===== src/rtl/cpu_pkg.sv =====
// Shared definitions for the hardwired control unit: opcode map, sequencer
// states, instruction classes and the control-strobe bundle.
package cpu_pkg;

  localparam int unsigned OPCODE_W = 5;
  localparam int unsigned STATE_W  = 4;

  localparam logic [OPCODE_W-1:0] OP_LD   = 5'b00000;
  localparam logic [OPCODE_W-1:0] OP_LDI  = 5'b00001;
  localparam logic [OPCODE_W-1:0] OP_ST   = 5'b00010;
  localparam logic [OPCODE_W-1:0] OP_ADD  = 5'b00011;
  localparam logic [OPCODE_W-1:0] OP_SUB  = 5'b00100;
  localparam logic [OPCODE_W-1:0] OP_AND  = 5'b00101;
  localparam logic [OPCODE_W-1:0] OP_OR   = 5'b00110;
  localparam logic [OPCODE_W-1:0] OP_SHR  = 5'b00111;
  localparam logic [OPCODE_W-1:0] OP_SHL  = 5'b01000;
  localparam logic [OPCODE_W-1:0] OP_ROR  = 5'b01001;
  localparam logic [OPCODE_W-1:0] OP_ROL  = 5'b01010;
  localparam logic [OPCODE_W-1:0] OP_ADDI = 5'b01011;
  localparam logic [OPCODE_W-1:0] OP_ANDI = 5'b01100;
  localparam logic [OPCODE_W-1:0] OP_ORI  = 5'b01101;
  localparam logic [OPCODE_W-1:0] OP_MUL  = 5'b01110;
  localparam logic [OPCODE_W-1:0] OP_DIV  = 5'b01111;
  localparam logic [OPCODE_W-1:0] OP_NEG  = 5'b10000;
  localparam logic [OPCODE_W-1:0] OP_NOT  = 5'b10001;
  localparam logic [OPCODE_W-1:0] OP_BR   = 5'b10010;
  localparam logic [OPCODE_W-1:0] OP_JR   = 5'b10011;
  localparam logic [OPCODE_W-1:0] OP_IN   = 5'b10101;
  localparam logic [OPCODE_W-1:0] OP_OUT  = 5'b10110;
  localparam logic [OPCODE_W-1:0] OP_MFHI = 5'b10111;
  localparam logic [OPCODE_W-1:0] OP_MFLO = 5'b11000;
  localparam logic [OPCODE_W-1:0] OP_HALT = 5'b11010;

  // T0..T7 are consecutive so the sequencer can step by increment.
  typedef logic [STATE_W-1:0] state_t;
  localparam state_t S_RESET = 4'd0;
  localparam state_t S_T0    = 4'd1;
  localparam state_t S_T1    = 4'd2;
  localparam state_t S_T2    = 4'd3;
  localparam state_t S_T3    = 4'd4;
  localparam state_t S_T4    = 4'd5;
  localparam state_t S_T5    = 4'd6;
  localparam state_t S_T6    = 4'd7;
  localparam state_t S_T7    = 4'd8;
  localparam state_t S_HALT  = 4'd9;

  typedef enum logic [3:0] {
    CL_NOP, CL_RALU, CL_IALU, CL_LDI, CL_UNARY, CL_MULDIV, CL_LD, CL_ST,
    CL_BR, CL_JR, CL_IN, CL_OUT, CL_MFHI, CL_MFLO, CL_HALT
  } iclass_t;

  typedef struct packed {
    logic pc_out, zhi_out, zlo_out, mdr_out, hi_out, lo_out, inport_out, c_out, ba_out;
    logic mar_in, z_in, pc_in, mdr_in, ir_in, y_in, hi_in, lo_in, outport_in, inc_pc;
    logic gra, grb, grc, r_in, r_out;
    logic mem_read, mem_write, mem_en;
    logic [OPCODE_W-1:0] alu_op;
    logic run;
  } ctrl_t;

  // Final cycle of each instruction class; the boundary where stop is sampled.
  function automatic state_t last_step(input iclass_t c);
    state_t s;
    case (c)
      CL_RALU, CL_IALU, CL_LDI:                   s = S_T5;
      CL_UNARY:                                   s = S_T4;
      CL_MULDIV, CL_BR:                           s = S_T6;
      CL_LD, CL_ST:                               s = S_T7;
      CL_JR, CL_IN, CL_OUT, CL_MFHI, CL_MFLO:     s = S_T3;
      default:                                    s = S_T2;
    endcase
    return s;
  endfunction

endpackage


===== src/rtl/control_sequencer_if.sv =====
// Control-unit bundle between IR/CON FF and the datapath strobes.
// mem_ready exists only when CTRL_MEM_WAIT_EN is defined.
interface control_sequencer_if #(parameter int unsigned DATA_WIDTH = 32);
  logic [DATA_WIDTH-1:0] IR;
  logic con_ff_bit, stop;
`ifdef CTRL_MEM_WAIT_EN
  logic mem_ready;
`endif
  logic PCout, Zhi_out, Zlo_out, MDRout, HIout, LOout, Inport_out, Cout, BAout;
  logic MARin, Zin, PCin, MDRin, IRin, Yin, HIin, LOin, outport_in, IncPC;
  logic Gra, Grb, Grc, Rin, Rout;
  logic Mem_Read, Mem_Write, Mem_enable512x32;
  logic [4:0] opcode;
  logic run;

  modport master (
`ifdef CTRL_MEM_WAIT_EN
    input  mem_ready,
`endif
    input  IR, con_ff_bit, stop,
    output PCout, Zhi_out, Zlo_out, MDRout, HIout, LOout, Inport_out, Cout, BAout,
    output MARin, Zin, PCin, MDRin, IRin, Yin, HIin, LOin, outport_in, IncPC,
    output Gra, Grb, Grc, Rin, Rout, Mem_Read, Mem_Write, Mem_enable512x32,
    output opcode, run
  );

  modport slave (
`ifdef CTRL_MEM_WAIT_EN
    output mem_ready,
`endif
    output IR, con_ff_bit, stop,
    input  PCout, Zhi_out, Zlo_out, MDRout, HIout, LOout, Inport_out, Cout, BAout,
    input  MARin, Zin, PCin, MDRin, IRin, Yin, HIin, LOin, outport_in, IncPC,
    input  Gra, Grb, Grc, Rin, Rout, Mem_Read, Mem_Write, Mem_enable512x32,
    input  opcode, run
  );
endinterface


===== src/rtl/control_sequencer_decoder.sv =====
// Combinational opcode decode: IR opcode field to instruction class and ALU function.
module opcode_decoder
  import cpu_pkg::*;
(
  input  logic [OPCODE_W-1:0] op_i,
  output iclass_t             cls_o,
  output logic [OPCODE_W-1:0] alu_op_o
);

  always_comb begin
    cls_o    = CL_NOP;
    alu_op_o = '0;
    case (op_i)
      OP_LD:   begin cls_o = CL_LD;  alu_op_o = OP_ADD; end
      OP_LDI:  begin cls_o = CL_LDI; alu_op_o = OP_ADD; end
      OP_ST:   begin cls_o = CL_ST;  alu_op_o = OP_ADD; end
      OP_ADD, OP_SUB, OP_AND, OP_OR, OP_SHR, OP_SHL, OP_ROR, OP_ROL:
               begin cls_o = CL_RALU; alu_op_o = op_i; end
      // Immediate forms reuse the register-register ALU function.
      OP_ADDI: begin cls_o = CL_IALU; alu_op_o = OP_ADD; end
      OP_ANDI: begin cls_o = CL_IALU; alu_op_o = OP_AND; end
      OP_ORI:  begin cls_o = CL_IALU; alu_op_o = OP_OR;  end
      OP_MUL, OP_DIV: begin cls_o = CL_MULDIV; alu_op_o = op_i; end
      OP_NEG, OP_NOT: begin cls_o = CL_UNARY;  alu_op_o = op_i; end
      OP_BR:   begin cls_o = CL_BR;  alu_op_o = OP_ADD; end
      OP_JR:   cls_o = CL_JR;
      OP_IN:   cls_o = CL_IN;
      OP_OUT:  cls_o = CL_OUT;
      OP_MFHI: cls_o = CL_MFHI;
      OP_MFLO: cls_o = CL_MFLO;
      OP_HALT: cls_o = CL_HALT;
      default: cls_o = CL_NOP;
    endcase
  end

endmodule


===== src/rtl/control_sequencer.sv =====
// Hardwired fetch/execute sequencer driving the datapath strobes.
// Define CTRL_MEM_WAIT_EN to stall memory cycles on mem_ready.
module control_sequencer
  import cpu_pkg::*;
#(parameter int unsigned DATA_WIDTH = 32)
(
  input logic Clock,
  input logic clear,
  control_sequencer_if.master bus
);

  state_t  state_q, state_d;
  logic    halted_q, halted_d;
  logic    con_q, con_d;
  iclass_t cls;
  logic [OPCODE_W-1:0] alu_op;
  logic    mem_ok, stall;
  ctrl_t   ctl;
  logic    ir_unused;

  assign ir_unused = ^bus.IR[DATA_WIDTH-OPCODE_W-1:0];

  opcode_decoder u_dec (
    .op_i    (bus.IR[DATA_WIDTH-1 -: OPCODE_W]),
    .cls_o   (cls),
    .alu_op_o(alu_op)
  );

`ifdef CTRL_MEM_WAIT_EN
  assign mem_ok = bus.mem_ready;
`else
  assign mem_ok = 1'b1;
`endif

  assign stall = !mem_ok && ((state_q == S_T1) ||
                             (cls == CL_LD && state_q == S_T6) ||
                             (cls == CL_ST && state_q == S_T7));

  always_ff @(posedge Clock) begin
    if (!clear) begin
      state_q  <= S_RESET;
      halted_q <= 1'b0;
      con_q    <= 1'b0;
    end else begin
      state_q  <= state_d;
      halted_q <= halted_d;
      con_q    <= con_d;
    end
  end

  // Next state: step through T-states, branch back at the class's last cycle.
  always_comb begin
    state_d  = state_q;
    halted_d = halted_q;
    con_d    = con_q;
    if (state_q == S_T3 && cls == CL_BR) con_d = bus.con_ff_bit;
    case (state_q)
      S_RESET: state_d = S_T0;
      S_HALT:  if (!bus.stop && !halted_q) state_d = S_T0;
      default: begin
        if (!stall) begin
          if (state_q == S_T2 && cls == CL_HALT) begin
            state_d  = S_HALT;
            halted_d = 1'b1;
          end else if (state_q == last_step(cls)) begin
            state_d = bus.stop ? S_HALT : S_T0;
          end else begin
            state_d = state_t'(state_q + STATE_W'(1));
          end
        end
      end
    endcase
  end

  // Strobe decode from registered state and current instruction class.
  always_comb begin
    ctl     = '0;
    ctl.run = (state_q >= S_T0) && (state_q <= S_T7);
    case (state_q)
      S_T0: begin ctl.pc_out = 1'b1; ctl.mar_in = 1'b1; ctl.inc_pc = 1'b1; ctl.z_in = 1'b1; ctl.alu_op = OP_ADD; end
      S_T1: begin ctl.zlo_out = 1'b1; ctl.pc_in = 1'b1; ctl.mem_read = 1'b1; ctl.mem_en = 1'b1; ctl.mdr_in = 1'b1; end
      S_T2: begin ctl.mdr_out = 1'b1; ctl.ir_in = 1'b1; end
      S_T3: case (cls)
        CL_RALU, CL_IALU: begin ctl.grb = 1'b1; ctl.r_out = 1'b1; ctl.y_in = 1'b1; end
        CL_LDI, CL_LD, CL_ST: begin ctl.grb = 1'b1; ctl.ba_out = 1'b1; ctl.y_in = 1'b1; end
        CL_UNARY:  begin ctl.grb = 1'b1; ctl.r_out = 1'b1; ctl.z_in = 1'b1; ctl.alu_op = alu_op; end
        CL_MULDIV: begin ctl.gra = 1'b1; ctl.r_out = 1'b1; ctl.y_in = 1'b1; end
        CL_BR:     begin ctl.gra = 1'b1; ctl.r_out = 1'b1; end
        CL_JR:     begin ctl.gra = 1'b1; ctl.r_out = 1'b1; ctl.pc_in = 1'b1; end
        CL_IN:     begin ctl.inport_out = 1'b1; ctl.gra = 1'b1; ctl.r_in = 1'b1; end
        CL_OUT:    begin ctl.gra = 1'b1; ctl.r_out = 1'b1; ctl.outport_in = 1'b1; end
        CL_MFHI:   begin ctl.hi_out = 1'b1; ctl.gra = 1'b1; ctl.r_in = 1'b1; end
        CL_MFLO:   begin ctl.lo_out = 1'b1; ctl.gra = 1'b1; ctl.r_in = 1'b1; end
        default: ;
      endcase
      S_T4: case (cls)
        CL_RALU:   begin ctl.grc = 1'b1; ctl.r_out = 1'b1; ctl.z_in = 1'b1; ctl.alu_op = alu_op; end
        CL_IALU, CL_LDI, CL_LD, CL_ST: begin ctl.c_out = 1'b1; ctl.z_in = 1'b1; ctl.alu_op = alu_op; end
        CL_UNARY:  begin ctl.zlo_out = 1'b1; ctl.gra = 1'b1; ctl.r_in = 1'b1; end
        CL_MULDIV: begin ctl.grb = 1'b1; ctl.r_out = 1'b1; ctl.z_in = 1'b1; ctl.alu_op = alu_op; end
        CL_BR:     begin ctl.pc_out = 1'b1; ctl.y_in = 1'b1; end
        default: ;
      endcase
      S_T5: case (cls)
        CL_RALU, CL_IALU, CL_LDI: begin ctl.zlo_out = 1'b1; ctl.gra = 1'b1; ctl.r_in = 1'b1; end
        CL_MULDIV:    begin ctl.zlo_out = 1'b1; ctl.lo_in = 1'b1; end
        CL_LD, CL_ST: begin ctl.zlo_out = 1'b1; ctl.mar_in = 1'b1; end
        CL_BR:        begin ctl.c_out = 1'b1; ctl.z_in = 1'b1; ctl.alu_op = alu_op; end
        default: ;
      endcase
      S_T6: case (cls)
        CL_MULDIV: begin ctl.zhi_out = 1'b1; ctl.hi_in = 1'b1; end
        CL_LD:     begin ctl.mem_read = 1'b1; ctl.mem_en = 1'b1; ctl.mdr_in = 1'b1; end
        CL_ST:     begin ctl.gra = 1'b1; ctl.r_out = 1'b1; ctl.mdr_in = 1'b1; end
        CL_BR:     begin ctl.zlo_out = 1'b1; ctl.pc_in = con_q; end
        default: ;
      endcase
      S_T7: case (cls)
        CL_LD:   begin ctl.mdr_out = 1'b1; ctl.gra = 1'b1; ctl.r_in = 1'b1; end
        CL_ST:   begin ctl.mem_write = 1'b1; ctl.mem_en = 1'b1; end
        default: ;
      endcase
      default: ;
    endcase
  end

  assign {bus.PCout, bus.Zhi_out, bus.Zlo_out, bus.MDRout, bus.HIout, bus.LOout,
          bus.Inport_out, bus.Cout, bus.BAout, bus.MARin, bus.Zin, bus.PCin,
          bus.MDRin, bus.IRin, bus.Yin, bus.HIin, bus.LOin, bus.outport_in,
          bus.IncPC, bus.Gra, bus.Grb, bus.Grc, bus.Rin, bus.Rout, bus.Mem_Read,
          bus.Mem_Write, bus.Mem_enable512x32, bus.opcode, bus.run} = ctl;

endmodule


===== src/flat_wrapper.sv =====
// flat-port wrapper written by rule: the top's interface ports become plain ports
module control_sequencer_flat import cpu_pkg::*;
#(parameter int unsigned DATA_WIDTH = 32)
  (Clock, clear, bus_IR, bus_con_ff_bit, bus_stop, bus_PCout, bus_Zhi_out, bus_Zlo_out, bus_MDRout, bus_HIout, bus_LOout, bus_Inport_out, bus_Cout, bus_BAout, bus_MARin, bus_Zin, bus_PCin, bus_MDRin, bus_IRin, bus_Yin, bus_HIin, bus_LOin, bus_outport_in, bus_IncPC, bus_Gra, bus_Grb, bus_Grc, bus_Rin, bus_Rout, bus_Mem_Read, bus_Mem_Write, bus_Mem_enable512x32, bus_opcode, bus_run);
  control_sequencer_if #(.DATA_WIDTH(DATA_WIDTH)) bus_i ();
  input logic Clock;
  input logic clear;
  input wire logic [$bits(bus_i.IR)-1:0] bus_IR;
  input wire logic [$bits(bus_i.con_ff_bit)-1:0] bus_con_ff_bit;
  input wire logic [$bits(bus_i.stop)-1:0] bus_stop;
  output wire logic [$bits(bus_i.PCout)-1:0] bus_PCout;
  output wire logic [$bits(bus_i.Zhi_out)-1:0] bus_Zhi_out;
  output wire logic [$bits(bus_i.Zlo_out)-1:0] bus_Zlo_out;
  output wire logic [$bits(bus_i.MDRout)-1:0] bus_MDRout;
  output wire logic [$bits(bus_i.HIout)-1:0] bus_HIout;
  output wire logic [$bits(bus_i.LOout)-1:0] bus_LOout;
  output wire logic [$bits(bus_i.Inport_out)-1:0] bus_Inport_out;
  output wire logic [$bits(bus_i.Cout)-1:0] bus_Cout;
  output wire logic [$bits(bus_i.BAout)-1:0] bus_BAout;
  output wire logic [$bits(bus_i.MARin)-1:0] bus_MARin;
  output wire logic [$bits(bus_i.Zin)-1:0] bus_Zin;
  output wire logic [$bits(bus_i.PCin)-1:0] bus_PCin;
  output wire logic [$bits(bus_i.MDRin)-1:0] bus_MDRin;
  output wire logic [$bits(bus_i.IRin)-1:0] bus_IRin;
  output wire logic [$bits(bus_i.Yin)-1:0] bus_Yin;
  output wire logic [$bits(bus_i.HIin)-1:0] bus_HIin;
  output wire logic [$bits(bus_i.LOin)-1:0] bus_LOin;
  output wire logic [$bits(bus_i.outport_in)-1:0] bus_outport_in;
  output wire logic [$bits(bus_i.IncPC)-1:0] bus_IncPC;
  output wire logic [$bits(bus_i.Gra)-1:0] bus_Gra;
  output wire logic [$bits(bus_i.Grb)-1:0] bus_Grb;
  output wire logic [$bits(bus_i.Grc)-1:0] bus_Grc;
  output wire logic [$bits(bus_i.Rin)-1:0] bus_Rin;
  output wire logic [$bits(bus_i.Rout)-1:0] bus_Rout;
  output wire logic [$bits(bus_i.Mem_Read)-1:0] bus_Mem_Read;
  output wire logic [$bits(bus_i.Mem_Write)-1:0] bus_Mem_Write;
  output wire logic [$bits(bus_i.Mem_enable512x32)-1:0] bus_Mem_enable512x32;
  output wire logic [$bits(bus_i.opcode)-1:0] bus_opcode;
  output wire logic [$bits(bus_i.run)-1:0] bus_run;
  assign bus_i.IR = bus_IR;
  assign bus_i.con_ff_bit = bus_con_ff_bit;
  assign bus_i.stop = bus_stop;
  assign bus_PCout = bus_i.PCout;
  assign bus_Zhi_out = bus_i.Zhi_out;
  assign bus_Zlo_out = bus_i.Zlo_out;
  assign bus_MDRout = bus_i.MDRout;
  assign bus_HIout = bus_i.HIout;
  assign bus_LOout = bus_i.LOout;
  assign bus_Inport_out = bus_i.Inport_out;
  assign bus_Cout = bus_i.Cout;
  assign bus_BAout = bus_i.BAout;
  assign bus_MARin = bus_i.MARin;
  assign bus_Zin = bus_i.Zin;
  assign bus_PCin = bus_i.PCin;
  assign bus_MDRin = bus_i.MDRin;
  assign bus_IRin = bus_i.IRin;
  assign bus_Yin = bus_i.Yin;
  assign bus_HIin = bus_i.HIin;
  assign bus_LOin = bus_i.LOin;
  assign bus_outport_in = bus_i.outport_in;
  assign bus_IncPC = bus_i.IncPC;
  assign bus_Gra = bus_i.Gra;
  assign bus_Grb = bus_i.Grb;
  assign bus_Grc = bus_i.Grc;
  assign bus_Rin = bus_i.Rin;
  assign bus_Rout = bus_i.Rout;
  assign bus_Mem_Read = bus_i.Mem_Read;
  assign bus_Mem_Write = bus_i.Mem_Write;
  assign bus_Mem_enable512x32 = bus_i.Mem_enable512x32;
  assign bus_opcode = bus_i.opcode;
  assign bus_run = bus_i.run;
  control_sequencer #(.DATA_WIDTH(DATA_WIDTH)) u_core (.Clock(Clock), .clear(clear), .bus(bus_i));
endmodule

===== config.mk =====
export PLATFORM = sky130hd
export DESIGN_NAME = control_sequencer_flat
export DESIGN_NICKNAME = d
export VERILOG_FILES = /design/src/rtl/cpu_pkg.sv /design/src/rtl/control_sequencer_if.sv /design/src/rtl/control_sequencer_decoder.sv /design/src/rtl/control_sequencer.sv /design/src/flat_wrapper.sv
export SDC_FILE = /design/constraint.sdc
export NUM_CORES = 1
export LEC_CHECK = 0
export ABC_AREA = 1
export CORE_MARGIN = 2
export CORE_UTILIZATION = 44
export CTS_BUF_LIST = sky130_fd_sc_hd__clkbuf_8
export DETAILED_ROUTE_END_ITERATION = 8
export MAX_ROUTING_LAYER = met4
export PLACE_DENSITY = 0.92
export REMOVE_ABC_BUFFERS = 1
export SKIP_LAST_GASP = 1
export SLEW_MARGIN = 20
export SYNTH_ARGS = -nofsm -noshare
export SYNTH_HDL_FRONTEND = slang
export SYNTH_SLANG_ARGS = --single-unit

===== constraint.sdc =====
create_clock -name Clock -period 6.2 [get_ports Clock]
set_input_delay 1.86 -clock Clock [delete_from_list [all_inputs] [get_ports Clock]]
set_output_delay 1.86 -clock Clock [all_outputs]
set_load 0.02 [all_outputs]

==> impl_metrics.json <==
{
  "mostFrequentLayoutCells": "43 x nand2_1, 41 x nor2_1, 37 x inv_1, 37 x clkdlybuf4s50_1, 22 x nand3_1",
  "crit_slowest_cell": "clkdlybuf4s50_1",
  "stdcell_count": 323,
  "antenna_found_initial": 0,
  "skew_ns": 0.002538,
  "crit_chain": "clkdlybuf4s50_1 > buf_4 > buf_4 > nand2_1 > nor2_2 > nor2_1 > nand2_1 > nor2_4 > nor3_1 > or2_2 > clkdlybuf4s50_1",
  "numCtsBuffers": 3,
  "final_common_cell": "nand2_1",
  "cts_sinks": 6,
  "die_x_um": 57.91,
  "fin_area_sq_um": 1873,
  "fin_nets": 335,
  "syn_area_sq_um": 1279,
  "vias": 1765,
  "slowest_delay_ns": 0.59,
  "synth_cell_type_count": 36,
  "antenna_cells": 0,
  "dr.pass1.iters": 6,
  "routedWlPerCell_um": 13.10,
  "dp_hpwl_mm": 3.444,
  "insertion_delay_ns": 0.22,
  "syn_inst": 240,
  "maxSlewViolCount": 0,
  "startpoint_type": "input port",
  "htreeDepth": 1,
  "cp_max_fo": 6,
  "end_kind": "primary output",
  "area_delta_synth_final_pct": 46.48,
  "synth_ff_type": "dfxtp_1",
  "num_rows": 19,
  "yosysWarningCount": 0,
  "drive_gt1_share_pct": 16.44,
  "placed_area_sq_um": 1798,
  "drtIter0Drc": 125,
  "placed_cells": 320,
  "fmax_mhz": 165.0,
  "dieHeight_um": 57.91,
  "ioPinCount": 69,
  "p_per_area_nw_per_um2": 125.4,
  "drc": 0,
  "syn_area_per_cell_sq_um": 5.328,
  "period_share_pct": 97.74,
  "cts-root-buf": "clkbuf_8",
  "async_reset_ff_share_pct": 0,
  "grt_overflow": 0,
  "wl_mm": 4.230,
  "crit_type": "input port to primary output",
  "grt_pass1_wl_mm": 6.837,
  "fp.coreArea_sq_um": 2758,
  "setup_viol": 0,
  "grt_pass1_vias": 1545,
  "vias_per_cell": 5.464,
  "status": "finished, final reports clean",
  "peakVddDrop_uv": 217.3,
  "min_path_type": "register to register",
  "final.min_clock_period_ns": 6.060,
  "p_leak_nw": 0.9205,
  "clk_path_buf_depth": 2,
  "synth_edf_count": 0,
  "crit_required_ns": 4.34,
  "antenna_left": 0,
  "path_clk_slew_ns": 0.04,
  "worst_slew_margin_rel_pct": 74.00,
  "p_total_mw": 0.2350,
  "grt_max_degree": 13,
  "grt.total_usage_pct": 26.43,
  "die_area_sq_um": 3354,
  "maxCapViolCount": 0,
  "cts_tree": "done",
  "arrival_ns": 4.20,
  "synth-seq-area-share_pct": 9.393,
  "start_util_pct": 46.37,
  "io_buffer_count": 41,
  "synth_seq_cells": 6,
  "tightest_slew_ns": 0.3895,
  "finalHoldViolCount": 0,
  "gp_congestion": 0.9700,
  "fillers": 254
}
==> layout make-up <==
type | count | area [sq um] | area share [%]
timing repair buffer | 54 | 518.0 | 27.66
clock buffer | 3 | 41.29 | 2.204
inverter | 44 | 167.7 | 8.951
tap | 31 | 38.79 | 2.071
sequential | 6 | 120.1 | 6.413
multi-input combinational | 185 | 987.2 | 52.71
==> report_power, final <==
part / leakage, nW / total, mW / switching (mW) / internal [mW]
Sequential: 0.0488 / 0.0443 / 0.00351 / 0.0408
Clock: 0.0216 / 0.0558 / 0.0143 / 0.0415
Combinational: 0.850 / 0.135 / 0.0809 / 0.0539
Total: 0.921 / 0.235 / 0.0988 / 0.136
==> worst max-delay path: cells and delay by family <==
kind / cells / cell delay, ns
buffers and inverters: 4 / 1.42
and+or+nand+nor: 7 / 0.89
==> Yosys cell counts (3+ instances only) <==
library cell / count / area share, %
nand3_2: 5 / 3.9
o21ai_0: 10 / 3.9
a21oi_1: 5 / 2.0
nor2_2: 4 / 2.0
nor3_1: 11 / 4.3
o22ai_1: 4 / 2.0
nand3_1: 22 / 8.6
o21ai_1: 3 / 1.2
nand4_1: 4 / 2.0
inv_1: 37 / 11
inv_2: 5 / 1.5
ha_1: 5 / 4.9
nand2_2: 6 / 2.9
dfxtp_1: 6 / 9.4
nor2_1: 44 / 13
nand2_1: 43 / 13
==> per-stage QoR <==
stage	hold slack [ns]	worst slack [ns]	utilization (%)	TNS, ns
6_report	0.4755	0.1403	67.92	0
5_1_grt	0.4886	-0.002624	67.92	-0.002624
4_1_cts	0.4711	0.009134	66.79	0
3_5_place_dp	0.4659	-0.006994	65.20	-0.006994
3_3_place_gp	0.4508	0.007372	65.20	0
2_1_floorplan	0.4316	0.8320	-	0
==> state kept, by name, indices dropped and copies added, names as in the netlist <==
| name | cells |
|---|---|
| u_core.con_q | 1 |
| u_core.state_q | 4 |
| u_core.halted_q | 1 |
==> logic make-up after synthesis <==
logic type      Yosys count  synth area share [%]
xor+xnor                  3                 2.055
fa+ha+maj                 5                 4.892
buf+inv                  49                 15.26
compound gates           31                 14.68
flops                     6                 9.394
simple gates            146                 53.72
==> timing repair <==
action                                  4_1_cts  5_1_grt
setup buffers                                 0        0
endpoints found under the hold margin         0        0
gates resized for setup                       1       10
hold buffers                                  0        0
endpoints found under the setup margin        1        6
gates cloned                                  0        0
==> layer usage <==
layer	global-route usage (%)	vias to the layer above	share of wire, %
li1	-	881	-
met1	36.60	802	45
met2	42.37	76	47
met3	2.009	6	7.2
met4	5.316	0	0.50
met5	-	-	0
==> path summary, 6_finish.rpt <==
check / start / endpoint / slack (ns) / cells after the start
setup / recovery: bus_IR[30] / bus_Mem_enable512x32 / 0.14 / 11
hold / removal: u_core.con_q$_SDFFE_PN0P_ / u_core.con_q$_SDFFE_PN0P_ / 0.48 / 2
setup reg to reg: u_core.state_q[1]$_SDFFE_PN0P_ / u_core.state_q[2]$_SDFFE_PN0P_ / 4.51 / 8
hold reg to reg: u_core.con_q$_SDFFE_PN0P_ / u_core.con_q$_SDFFE_PN0P_ / 0.48 / 2
No activity file was read; power rests on OpenSTA's default activity.
